--- config.mk ---
export PLATFORM = sky130hd
export DESIGN_NAME = speed_tm_sched
export DESIGN_NICKNAME = d
export VERILOG_FILES = /design/src/rtl/speed_tm_sched_pkg.sv /design/src/rtl/speed_tm_cmd_fifo.sv /design/src/rtl/speed_tm_sched.sv
export SDC_FILE = /design/constraint.sdc
export NUM_CORES = 1
export LEC_CHECK = 0
export CAP_MARGIN = 0
export CORE_AREA = 2 2 197 199
export CTS_BUF_LIST = sky130_fd_sc_hd__clkbuf_8 sky130_fd_sc_hd__clkbuf_16
export DETAILED_ROUTE_END_ITERATION = 10
export DIE_AREA = 0 0 199 201
export PLACE_DENSITY = 0.67
export SLEW_MARGIN = 20
export SYNTH_ARGS = -nofsm -noshare
export SYNTH_HDL_FRONTEND = slang
export SYNTH_HIERARCHICAL = 1
export SYNTH_SLANG_ARGS = --single-unit
--- constraint.sdc ---
create_clock -name gclk -period 12 [get_ports gclk]
set_input_delay 2.4 -clock gclk [delete_from_list [all_inputs] [get_ports gclk]]
set_output_delay 2.4 -clock gclk [all_outputs]
set_load 0.02 [all_outputs]
--- src/rtl/speed_tm_sched_pkg.sv ---
// Shared types for the speed_tm command scheduler.
//   iu_clk_type                : clock bundle (clk)
//   speedtm_cmd_type           : one queued run-to-address command
//   speedtm_status_type        : response status codes
//   speed_tm_sched_state_type  : scheduler FSM states
//   ncores_legal()             : range check applied to a command before launch
package speed_tm_sched_pkg;

  typedef struct packed {
    logic clk;
  } iu_clk_type;

  typedef struct packed {
    logic [9:0]  ncores;
    logic [31:0] addr;
    logic [31:0] timeout;
  } speedtm_cmd_type;

  typedef enum logic [1:0] {
    ST_DONE    = 2'b00,
    ST_TIMEOUT = 2'b01,
    ST_ABORT   = 2'b10,
    ST_BADCFG  = 2'b11
  } speedtm_status_type;

  typedef enum logic [2:0] {
    S_IDLE,
    S_LAUNCH,
    S_WAIT_START,
    S_RUN,
    S_DRAIN,
    S_RESP
  } speed_tm_sched_state_type;

  function automatic logic ncores_legal(input logic [9:0] ncores,
                                        input int unsigned max_cores);
    return (ncores != '0) && (32'(ncores) <= max_cores);
  endfunction

endpackage

--- src/rtl/speed_tm_cmd_fifo.sv ---
// Command FIFO for speed_tm_sched.
//   clk, rst_n : clock, asynchronous active-low reset
//   push/din   : write one command (ignored when full)
//   pop/dout   : dout shows the head; pop advances it
//   flush      : empties the queue; a push in the same cycle is kept
//   full/empty/count : occupancy, registered
module speed_tm_cmd_fifo
  import speed_tm_sched_pkg::*;
#(
  parameter int unsigned QDEPTH = 4
) (
  input  logic                      clk,
  input  logic                      rst_n,
  input  logic                      push,
  input  speedtm_cmd_type           din,
  input  logic                      pop,
  input  logic                      flush,
  output speedtm_cmd_type           dout,
  output logic                      full,
  output logic                      empty,
  output logic [$clog2(QDEPTH):0]   count
);

  localparam int unsigned AW = $clog2(QDEPTH);

  logic [AW-1:0]   wr_ptr_q, wr_ptr_d;
  logic [AW-1:0]   rd_ptr_q, rd_ptr_d;
  logic [AW:0]     count_q, count_d;
  logic [AW-1:0]   wr_idx;
  logic            do_push, do_pop;
  speedtm_cmd_type mem_q [QDEPTH];

  assign full  = (count_q == (AW+1)'(QDEPTH));
  assign empty = (count_q == '0);
  assign count = count_q;
  assign dout  = mem_q[rd_ptr_q];

  // Flush resets the pointers first, so a simultaneous push lands in slot 0
  // and becomes the only entry.
  always_comb begin
    do_push  = push && !full;
    do_pop   = pop && !empty && !flush;
    wr_ptr_d = wr_ptr_q;
    rd_ptr_d = rd_ptr_q;
    count_d  = count_q;
    wr_idx   = wr_ptr_q;
    if (flush) begin
      wr_idx   = '0;
      rd_ptr_d = '0;
      wr_ptr_d = do_push ? AW'(1) : '0;
      count_d  = do_push ? (AW+1)'(1) : '0;
    end else begin
      if (do_push) wr_ptr_d = wr_ptr_q + AW'(1);
      if (do_pop)  rd_ptr_d = rd_ptr_q + AW'(1);
      count_d = count_q + (AW+1)'(do_push) - (AW+1)'(do_pop);
    end
  end

  always_ff @(posedge clk or negedge rst_n) begin
    if (!rst_n) begin
      wr_ptr_q <= '0;
      rd_ptr_q <= '0;
      count_q  <= '0;
    end else begin
      wr_ptr_q <= wr_ptr_d;
      rd_ptr_q <= rd_ptr_d;
      count_q  <= count_d;
    end
  end

  always_ff @(posedge clk) begin
    if (do_push) mem_q[wr_idx] <= din;
  end

endmodule

--- src/rtl/speed_tm_sched.sv ---
// Command scheduler in front of speed_tm.
// Queues run-to-address commands, launches them one at a time as a single
// cycle pulse on eth2speedtm, tracks done/timeout/abort, steers the CPU token
// path (tm_select) and returns one status response per command.
//   gclk, rstn          : clock bundle, asynchronous active-low reset
//   cmd_*               : command push interface (cmd_ready = FIFO not full)
//   abort               : level; kills the active command and flushes the queue
//   eth2speedtm         : {ncores, launch, addr}, non-zero only in the launch cycle
//   speedtm_rst         : one-cycle kill pulse to speed_tm
//   tm_running, tm_done : speed_tm status
//   tm_select           : 1 while speed_tm owns tm2cpu (incl. drain window)
//   rsp_*               : response, held until rsp_ready
//   busy, q_count       : FSM not idle, queue occupancy
module speed_tm_sched
  import speed_tm_sched_pkg::*;
#(
  parameter int unsigned QDEPTH       = 4,
  parameter int unsigned MAX_CORES    = 64,
  parameter int unsigned DRAIN_CYCLES = 4
) (
  input  iu_clk_type                gclk,
  input  logic                      rstn,
  input  logic                      cmd_valid,
  output logic                      cmd_ready,
  input  logic [9:0]                cmd_ncores,
  input  logic [31:0]               cmd_addr,
  input  logic [31:0]               cmd_timeout,
  input  logic                      abort,
  output logic [42:0]               eth2speedtm,
  output logic                      speedtm_rst,
  input  logic                      tm_running,
  input  logic                      tm_done,
  output logic                      tm_select,
  output logic                      rsp_valid,
  input  logic                      rsp_ready,
  output logic [1:0]                rsp_status,
  output logic [31:0]               rsp_cycles,
  output logic [31:0]               rsp_addr,
  output logic                      busy,
  output logic [$clog2(QDEPTH):0]   q_count
);

  localparam int unsigned DW = $clog2(DRAIN_CYCLES + 1);
  localparam logic [DW-1:0] DRAIN_LOAD = DW'(DRAIN_CYCLES - 1);

  logic clk;
  assign clk = gclk.clk;

  speed_tm_sched_state_type state_q, state_d;
  speedtm_cmd_type          cur_q, cur_d;
  speedtm_status_type       status_q, status_d;
  logic [31:0]              cnt_q, cnt_d;
  logic [31:0]              rsp_cycles_q, rsp_cycles_d;
  logic [DW-1:0]            drain_q, drain_d;
  logic                     speedtm_rst_q, speedtm_rst_d;

  speedtm_cmd_type fifo_din, fifo_head;
  logic            fifo_push, fifo_pop, fifo_full, fifo_empty;
  logic [31:0]     cnt_inc;
  logic            timeout_hit;

  assign fifo_din  = '{ncores: cmd_ncores, addr: cmd_addr, timeout: cmd_timeout};
  assign cmd_ready = !fifo_full;
  assign fifo_push = cmd_valid && cmd_ready;

  speed_tm_cmd_fifo #(.QDEPTH(QDEPTH)) u_fifo (
    .clk   (clk),
    .rst_n (rstn),
    .push  (fifo_push),
    .din   (fifo_din),
    .pop   (fifo_pop),
    .flush (abort),
    .dout  (fifo_head),
    .full  (fifo_full),
    .empty (fifo_empty),
    .count (q_count)
  );

  assign cnt_inc     = (&cnt_q) ? cnt_q : cnt_q + 32'd1;
  assign timeout_hit = (cur_q.timeout != '0) && (cnt_q == cur_q.timeout);

  always_comb begin
    state_d       = state_q;
    cur_d         = cur_q;
    status_d      = status_q;
    cnt_d         = cnt_q;
    rsp_cycles_d  = rsp_cycles_q;
    drain_d       = drain_q;
    speedtm_rst_d = 1'b0;
    fifo_pop      = 1'b0;
    unique case (state_q)
      S_IDLE: begin
        if (!abort && !fifo_empty) begin
          fifo_pop = 1'b1;
          cur_d    = fifo_head;
          if (ncores_legal(fifo_head.ncores, MAX_CORES)) begin
            state_d = S_LAUNCH;
            cnt_d   = 32'd1;
          end else begin
            state_d      = S_RESP;
            status_d     = ST_BADCFG;
            rsp_cycles_d = '0;
          end
        end
      end
      S_LAUNCH: begin
        cnt_d   = cnt_inc;
        state_d = S_WAIT_START;
      end
      S_WAIT_START, S_RUN: begin
        cnt_d = cnt_inc;
        // Terminating events in priority order: done, abort, timeout.
        if (tm_done || abort || timeout_hit) begin
          state_d      = S_DRAIN;
          drain_d      = DRAIN_LOAD;
          rsp_cycles_d = cnt_q;
          if (tm_done) begin
            status_d = ST_DONE;
          end else begin
            speedtm_rst_d = 1'b1;
            status_d      = abort ? ST_ABORT : ST_TIMEOUT;
          end
        end else if (state_q == S_WAIT_START && tm_running) begin
          state_d = S_RUN;
        end
      end
      S_DRAIN: begin
        if (drain_q == '0) state_d = S_RESP;
        else               drain_d = drain_q - DW'(1);
      end
      S_RESP: begin
        if (rsp_ready) state_d = S_IDLE;
      end
      default: state_d = S_IDLE;
    endcase
  end

  always_ff @(posedge clk or negedge rstn) begin
    if (!rstn) begin
      state_q       <= S_IDLE;
      cur_q         <= '0;
      status_q      <= ST_DONE;
      cnt_q         <= '0;
      rsp_cycles_q  <= '0;
      drain_q       <= '0;
      speedtm_rst_q <= 1'b0;
    end else begin
      state_q       <= state_d;
      cur_q         <= cur_d;
      status_q      <= status_d;
      cnt_q         <= cnt_d;
      rsp_cycles_q  <= rsp_cycles_d;
      drain_q       <= drain_d;
      speedtm_rst_q <= speedtm_rst_d;
    end
  end

  assign eth2speedtm = (state_q == S_LAUNCH) ? {cur_q.ncores, 1'b1, cur_q.addr} : '0;
  assign tm_select   = (state_q == S_LAUNCH) || (state_q == S_WAIT_START) ||
                       (state_q == S_RUN)    || (state_q == S_DRAIN);
  assign speedtm_rst = speedtm_rst_q;
  assign busy        = (state_q != S_IDLE);
  assign rsp_valid   = (state_q == S_RESP);
  assign rsp_status  = rsp_valid ? status_q : 2'b00;
  assign rsp_cycles  = rsp_valid ? rsp_cycles_q : '0;
  assign rsp_addr    = rsp_valid ? cur_q.addr : '0;

endmodule
# After elaboration in Yosys (flattened, before gate mapping)
# Memories as Yosys holds them, arrays and structs flattened.
# Index checks and enable logic that the tools add are counted.
# totals
ramBits,296
reg_bits,154
output_inout_bits,117
input_bits,81
n_memories,1
# mem_list
memory,words,word_bits,rd,rd_clocked_by_memory_dff,write_ports,line_no,rtl
u_fifo.mem_q,4,74,1,0,1,speed_tm_cmd_fifo.sv:31,speedtm_cmd_type mem_q [QDEPTH];
# classes
order_cmp,1
mux,43
addsub,6
eq_ne,16
reduce_logical,35
# op_table
op,count
two-way mux 32 bit,8
case mux 32 bit (2 select lines),2
two-way mux 43 bit,1
adder 32 x 1 -> 32 bit (second input constant),1
equality test 32 bit,1
AND reduction 32 bit,1
nonzero test 32 bit,1
two-way mux 3 bit,9
two-way mux 2 bit,11
case mux 3 bit (5 select lines),1
inequality test 2 bit (second input constant),7
AND reduction 4 bit,3
less-or-equal comparator 10 x 7 -> 1 bit (second input constant),1
nonzero test 10 bit,1
nonzero test 2 bit,5
equality test 3 bit (second input constant),3
zero test 3 bit,3
two-way mux 1 bit,9
logical AND 1 bit,8
equality test 3 x 2 -> 1 bit (second input constant),2
case mux 3 bit (2 select lines),1
logical OR 1 bit,5
adder 2 x 1 -> 2 bit (second input constant),2
case mux 2 bit (2 select lines),1
other kinds (12),14

# Depth between registers and ports, before layout
# Gate-level depths: netlist of the first run.
# logic_depth
depth_word,9
ltp_mapped,15
mapped_depth_nobuf,13

# By module
# Netlist of the first run, hierarchy kept.
# by_module_without_submodules
mod,cells_per_inst,n_inst,seq_area_each_um2,area_each_um2
speed_tm_cmd_fifo,427,1,9063.7,11134.4
speed_tm_sched,846,1,3678.5,7499.7

# Worst setup path before layout of the first run
# OpenSTA, ideal clock, no wires.
# synth_path
path_kind,input to register
from,in abort
to,"mem u_fifo/mem_q[1][0] (netlist name), enable pin"
cell_stages,2
arrival_ps,9730
setup_ps,690
n_path_buf,1
slack_ps,1580
required_time_ps,11310
path_cell_list,clkbuf_1 nor4_1
# synth_via
elab_chain_len,1
# synth_rtl
item,line_no,rtl
"start, declared",speed_tm_sched.sv:28,"input logic abort,"
two-way mux 2 bit,speed_tm_cmd_fifo.sv:47,if (flush) begin
"end, declared",speed_tm_cmd_fifo.sv:31,
# No other way between the ends.

# Final worst setup path of the first run
# layout_path
from,in abort
to,"reg u_fifo.count_q[2], in the netlist u_fifo/count[2]"
# layout_via
elab_chain_len,8
# layout_rtl
item,line_no,rtl
zero test 1 bit,"speed_tm_cmd_fifo.sv:42, speed_tm_sched.sv:93",
logical AND 1 bit,speed_tm_sched.sv:93,if (!abort && !fifo_empty) begin
two-way mux 1 bit,speed_tm_sched.sv:93,
two-way mux 1 bit,speed_tm_sched.sv:91,unique case (state_q)
logical AND 1 bit (2 in a row),speed_tm_cmd_fifo.sv:42,do_pop = pop && !empty && !flush;
subtractor 3 x 1 -> 3 bit,speed_tm_cmd_fifo.sv:55,count_d = count_q + (AW+1)'(do_push) - (AW+1)'(do_pop);
two-way mux 3 bit *,speed_tm_cmd_fifo.sv:47,
net u_fifo.count_d[2],speed_tm_cmd_fifo.sv:28,"logic [AW:0] count_q, count_d;"
"end signal, assigned",speed_tm_cmd_fifo.sv:67,count_q <= count_d;
"end, declared",speed_tm_cmd_fifo.sv:28,
# Mark *: on every way through the listed nets, which the timed path passes. The rest lies on a longest branch.
# A chain may end at the register's enable or synchronous reset.

==> results of run 1 <==
-- worst max path at each step --
stage	to	depth (start not counted)	slack, ns	start
2_1_floorplan	u_fifo/mem_q[1][0]$_DFFE_PP_	2	1.58	abort
3_5_place_dp	u_fifo/count[2]$_DFF_PN0_	15	5.64	abort
4_1_cts	u_fifo/count[2]$_DFF_PN0_	15	6.23	abort
3_3_place_gp	u_fifo/count[2]$_DFF_PN0_	15	5.70	abort
5_1_grt	u_fifo/count[2]$_DFF_PN0_	15	5.92	abort
6_report	u_fifo/count[2]$_DFF_PN0_	15	6.26	abort
-- critical path: stages --
cell	delay, ns
clkdlybuf4s50_1	0.71
nor2_1	0.30
nand2b_2	0.08
buf_4	0.39
inv_2	0.11
buf_4	0.70
o31ai_1	0.23
nor2_1	0.16
ha_1	0.24
inv_1	0.05
ha_1	0.12
inv_1	0.04
fa_1	0.37
xnor2_1	0.16
nor2_1	0.05
-- Yosys cell counts, drive strengths merged (2+ instances only) --
library cell,n,area [sq um]
edfxtp,296,8890
nand2,250,938
dfrtp,154,3850
and2,110,688
mux4,74,1670
clkbuf,47,176
xnor2,38,333
nor2,35,131
a22o,33,289
buf,31,275
o21ai,25,125
nor4,17,121
inv,16,60.1
nand4,15,106
nand3,14,75.1
a21oi,13,65.1
a31oi,11,68.8
nor3,11,55.1
o31ai,10,88.8
or4,9,82.6
or2,8,50.1
o41ai,6,52.6
ha,5,62.6
nand2b,5,31.3
nor2b,4,25.0
o21a,4,31.3
or3,4,25.0
nor3b,3,27.5
o31a,3,26.3
xor2,3,26.3
a41oi,2,36.3
and3,2,12.5
o211ai,2,15.0
-- flip-flops by register name, summed over array words and instances (netlist names) --
| name | cells |
|---|---|
| cnt_q | 32 |
| cur_q | 74 |
| drain_q | 3 |
| rsp_cycles_q | 32 |
| speedtm_rst | 1 |
| state_q | 3 |
| status_q | 2 |
| u_fifo/count | 3 |
| u_fifo/mem_q | 296 |
| u_fifo/rd_ptr_q | 2 |
| u_fifo/wr_ptr_q | 2 |
-- area by class of cell --
class	instances	share of cell area, %
diodes	3	0.0336
repair buffers	211	9.29
inverters	16	0.268
flip-flops and latches	450	57.0
clock buffers	52	5.56
clock inverters	32	0.744
multi-input cells	729	24.2
well taps	518	2.90
-- stage by stage --
step	power, W	instances	hold slack, ns
6_report	0.00454	2011	0.475
5_1_grt	0.00479	2008	0.501
4_1_cts	0.00459	2008	0.473
3_5_place_dp	0.00327	1924	0.458
3_3_place_gp	0.00325	1924	0.462
2_1_floorplan	0.00290	1273	0.437
-- power groups by stage --
stage | Sequential (W) | Clock [W] | Combinational, W
CTS | 0.00214 | 0.00134 | 0.00111
global placement | 0.00216 | 0 | 0.00109
floorplan | 0.00209 | 0 | 0.000814
finish | 0.00214 | 0.00131 | 0.00109
global route | 0.00217 | 0.00141 | 0.00121
detailed placement | 0.00217 | 0 | 0.00111
-- routing by layer --
| metal | wire length (um) | GRT usage, % | vias up |
|---|---|---|---|
| li1 | - | - | 5036 |
| met1 | 17100 | 27.6 | 5384 |
| met2 | 18800 | 32.8 | 259 |
| met3 | 2340 | 4.72 | 67 |
| met4 | 674 | 4.72 | 12 |
| met5 | 83 | 0 | - |
-- kinds of logic (layout without fill, tap and decap cells) --
kind of cell | Yosys count | count (layout) | share of synthesized area [%]
AO/OA/AOI/OAI | 115 | 115 | 4.55
XOR/XNOR | 41 | 41 | 1.93
adder cells (fa/ha/maj) | 6 | 6 | 0.443
buffers and inverters | 94 | 311 | 2.75
flip-flops | 450 | 450 | 68.4
multiplexers | 75 | 75 | 9.00
other | 0 | 3 | 0
AND/OR/NAND/NOR | 492 | 492 | 13.0
==> results.toml, run 1 <==
[global_route]
grt_pass1_vias = 10915
overflow = 0
antenna_found_initial = 10
grt_use_total_pct = 20.1
grt_max_degree = 91
grt_pass1_wl_mm = 62.2

[power_and_ir_drop]
power.leakage_nw = 8.22
p_seq_share_pct = 47.1
switching_power_w = 0.00139
internal_power_w = 0.00315
p_per_area_mw_per_mm2 = 203
netSwitchingFraction_pct = 30.7
p_clk_share_pct = 28.9
combPwrFrac_pct = 24.0
irDropWorstVdd_v = 0.000133

[worst_hold_path]
min_from = "cur_q[64]$_DFFE_PN0P_"
hold_end = "cur_q[64]$_DFFE_PN0P_"
hold_class = "flip-flop to flip-flop"
whs_path_depth = 2

[placed_design]
place_area_sq_mm = 0.0210
dp.final_hpwl_mm = 24.2
port_buffers = 197
place_ws_ns = 5.64
gp_congestion = 0.852

[timing]
setup_ws_ns = 6.26
layout_min_cycle_time_ns = 5.74
finalMaxSlewViolations = 0
tightest_slew_ns = 1.06
maxSlewHeadroom_pct = 29.3
post-route-period-util_pct = 47.9
rsz0062_at_grt = "no"
final-setup-viol-count = 0
setup_tns_ns = 0
fmax_mhz = 174
hold_violations = 0
fin_skew_ns = 0.0157

[synth]
synth_fp_nets = 1360
async_flop_share_pct = 34.2
synthFlopType = "edfxtp_1"
synth-edff-count = 296
yosys_warnings = 6
synthCells = 1273
ys_seq_area_share_pct = 68.4
avgSynthCellArea_sq_um = 14.6
ys_ff_latch = 450
yosysUniqueCellTypes = 60
syn_area_sq_mm = 0.0186

[critical_path]
r2r_end = "cnt_q[20]$_DFFE_PN0P_"
required_ns = 12.41
startpoint_type = "primary input"
crit_type = "primary input to flip-flop"
cp.arrival_ns = 6.16
crit_path_end_kind = "flip-flop"
rr_worst_depth = 7
critical_path.max_fanout = 78
r2r_slack_ns = 7.08
r2r_start = "u_fifo/rd_ptr_q[0]$_DFFE_PN0P_"

[routing]
num_vias = 10758
drt_pre_antenna_iters = 5
final_antenna_net_count = 0
finalWirelength_mm = 39.0
wire_per_inst_um = 19.4
drc = 0
viasPerCell = 5.35
drt-initial-drc-count = 732

[clocking]
htreeDepth = 2
clock_sinks = 450
clk_latency_ns = 0.56
cts-resized-gates = 0
cts_buffer_depth = 3
cts_tree = "built"
cts_root_buf = "clkbuf_16"
postCtsSetupBuffers = 0
cts_buffers = 46
cts.clk_slew.worst_paths_ns = 0.06
hold_buffers = 0

[layout]
fin_util_pct = 58.7
final_common_cell = "edfxtp_1"
drive_gt1_share_pct = 12.3
fill_cells = 3004
final_cell_mix = "296 x edfxtp_1, 250 x nand2_1, 196 x clkdlybuf4s50_1"
finalNetCount = 1541
ff_latch_area_sq_mm = 0.0127
syn_to_final_growth_pct = 20.1
multi_input_area_sq_mm = 0.00542
final_area_sq_mm = 0.0224

[die]
ios = 198
floorplan.initialDensity_pct = 48.9
dieArea_sq_mm = 0.0400
die_width_um = 199
die_h_um = 201
std_cell_rows = 72
core_area_sq_mm = 0.0381

[flow_run]
maxCapViolCount = 0

[status]
status = "finished, final reports clean"
No activity file was read; power rests on OpenSTA's default activity.
==> run 2: changes to the inputs <==
- PLACE_DENSITY: 0.67 -> 0.7
- clock period: 12 -> 5.01 ns (I/O delays scaled with it)
==> results.toml, run 2 (same netlist as run 1, synthesis figures left out) <==
[status]
status = "finished, final reports clean"

[timing]
rsz0062_at_grt = "no"
post-route-period-util_pct = 78.0
setup_tns_ns = 0
layout_min_cycle_time_ns = 3.91
fmax_mhz = 256
tightest_slew_ns = 0.958
fin_skew_ns = 0.0134
finalMaxSlewViolations = 0
maxSlewHeadroom_pct = 36.1
hold_ws_ns = 0.474
final-setup-viol-count = 0
hold_violations = 0

[layout]
final_area_sq_mm = 0.0227
finalNetCount = 1542
regMostFlops = "u_fifo/mem_q"
syn_to_final_growth_pct = 22.0
final_cell_mix = "296 x edfxtp_1, 250 x nand2_1, 196 x clkdlybuf4s50_1"
final_common_cell = "edfxtp_1"
drive_gt1_share_pct = 13.1
fin_cells = 2016
reg_top3 = "u_fifo/mem_q (296), cur_q (74)"
largest_reg_flops = 296

[critical_path]
cp_cell_sequence = "mux4_2 -> or4_4 -> or4_1 -> a41oi_4 -> or2_1 -> nor2_1 -> a22o_1"
crit_path_end_kind = "flip-flop"
required_ns = 5.45
cp.arrival_ns = 4.35
slowest_delay_ns = 0.76
crit_path_end = "cnt_q[4]$_DFFE_PN0P_"
rr_worst_depth = 7
worst_path_max_delay_cell = "or2_1"
r2r_slack_ns = 1.10
startpoint_type = "flip-flop"
critical_path.max_fanout = 27
r2r_start = "u_fifo/rd_ptr_q[0]$_DFFE_PN0P_"
r2r_end = "cnt_q[4]$_DFFE_PN0P_"
cp_top_family = "simple AND/OR/NAND/NOR gates"
path_depth = 7
crit_path_start = "u_fifo/rd_ptr_q[0]$_DFFE_PN0P_"
path_buf_inv = 0
crit_type = "flip-flop to flip-flop"

[routing]
viasPerCell = 5.41
drt_pre_antenna_iters = 5
finalWirelength_mm = 39.7
final_antenna_net_count = 0
drc = 0
routed.top_layer = "met5"
wl_met1_mm = 17.0
num_vias = 10900
wl_met2_mm = 19.3
drt-initial-drc-count = 789
dr_wl_met3_mm = 2.69
wire_per_inst_um = 19.7

[clocking]
cts.clk_slew.worst_paths_ns = 0.06
postCtsSetupBuffers = 0
clock_sinks = 450
cts_buffer_depth = 3
hold_buffers = 0
cts_tree = "built"
cts_root_buf = "clkbuf_16"
cts_buffers = 46
clk_latency_ns = 0.55
cts-resized-gates = 0
htreeDepth = 2

[placed_design]
dp.final_hpwl_mm = 24.4
gp_congestion = 0.851
place_area_sq_mm = 0.0210
port_buffers = 197
dp_cells = 1925

[die]
dieArea_sq_mm = 0.0400
std_cell_rows = 72
die_h_um = 201
ios = 198
floorplan.initialDensity_pct = 48.9
core_area_sq_mm = 0.0381
die_width_um = 199

[global_route]
grt_pass1_vias = 11112
antenna_found_initial = 11
overflow = 0
grt_max_degree = 96
grt_use_total_pct = 20.4
grt_pass1_wl_mm = 62.7

[power_and_ir_drop]
finalPower_w = 0.0115
netSwitchingFraction_pct = 29.5
p_per_area_mw_per_mm2 = 505
irDropWorstVdd_v = 0.000319
internal_power_w = 0.00810
p_seq_share_pct = 44.6
power.leakage_nw = 8.37
p_clk_share_pct = 32.3
combPwrFrac_pct = 23.2
switching_power_w = 0.00338

[worst_hold_path]
min_from = "cur_q[66]$_DFFE_PN0P_"
hold_class = "flip-flop to flip-flop"

[flow_run]
maxCapViolCount = 0
## run 2: cell count changes in the layout (fill, tap and decap cells not counted), moves of 2 or more
cell | before | now
buf_4 | 14 | 11
bufinv_16 | 0 | 8
clkbuf_8 | 5 | 9
inv_1 | 27 | 25
buf_12 | 0 | 4
diode_2 | 3 | 6
clkinv_1 | 9 | 0
clkbuf_16 | 47 | 49
## run 2: worst min-delay path by stage
stage / depth (start not counted) / slack (ns) / to
finish: 2 / 0.47 / cur_q[66]$_DFFE_PN0P_
global route: 2 / 0.50 / cur_q[68]$_DFFE_PN0P_
CTS: 2 / 0.47 / cur_q[66]$_DFFE_PN0P_
detailed placement: 2 / 0.46 / cur_q[66]$_DFFE_PN0P_
global placement: 2 / 0.46 / cur_q[67]$_DFFE_PN0P_
floorplan: 2 / 0.44 / cur_q[65]$_DFFE_PN0P_
## run 2: per-layer routing
metal / GRT usage (%) / up-vias
met5: 0 / -
met4: 5.25 / 10
met3: 4.99 / 59
met2: 33.0 / 304
met1: 27.9 / 5497
li1: - / 5030
## run 2: power by group through the flow
stage          clock [W]  sequential, W  combinational [W]
6_report         0.00371        0.00512            0.00266
5_1_grt          0.00394        0.00520            0.00294
4_1_cts          0.00378        0.00512            0.00272
3_5_place_dp           0        0.00518            0.00271
3_3_place_gp           0        0.00515            0.00264
2_1_floorplan          0        0.00498            0.00195
## run 2: area by class of cell
cell class,instances,area (sq um)
antenna,6,15.0
clock buffer,58,1350
clock inverter,27,345
fill,2896,15400
inverter,16,60.1
multi-input combinational,729,5430
sequential,450,12700
tap,518,648
timing repair buffer,212,2140
## run 2: per-stage QoR
step                      util (%)  setup WS (ns)
after CTS                     59.6          0.861
after global routing          59.6          0.909
after detailed placement      55.2           1.11
final                         59.7           1.10
after global placement        55.2           1.15
after floorplan                  -          0.177
## run 2: worst reg2reg max path, delay by kind of cell, from the launching register on
family | cells | cell delay (ns)
AOI/OAI and AO/OA | 2 | 0.54
DFF | 1 | 0.71
muxes | 1 | 0.59
and+or+nand+nor | 4 | 1.95
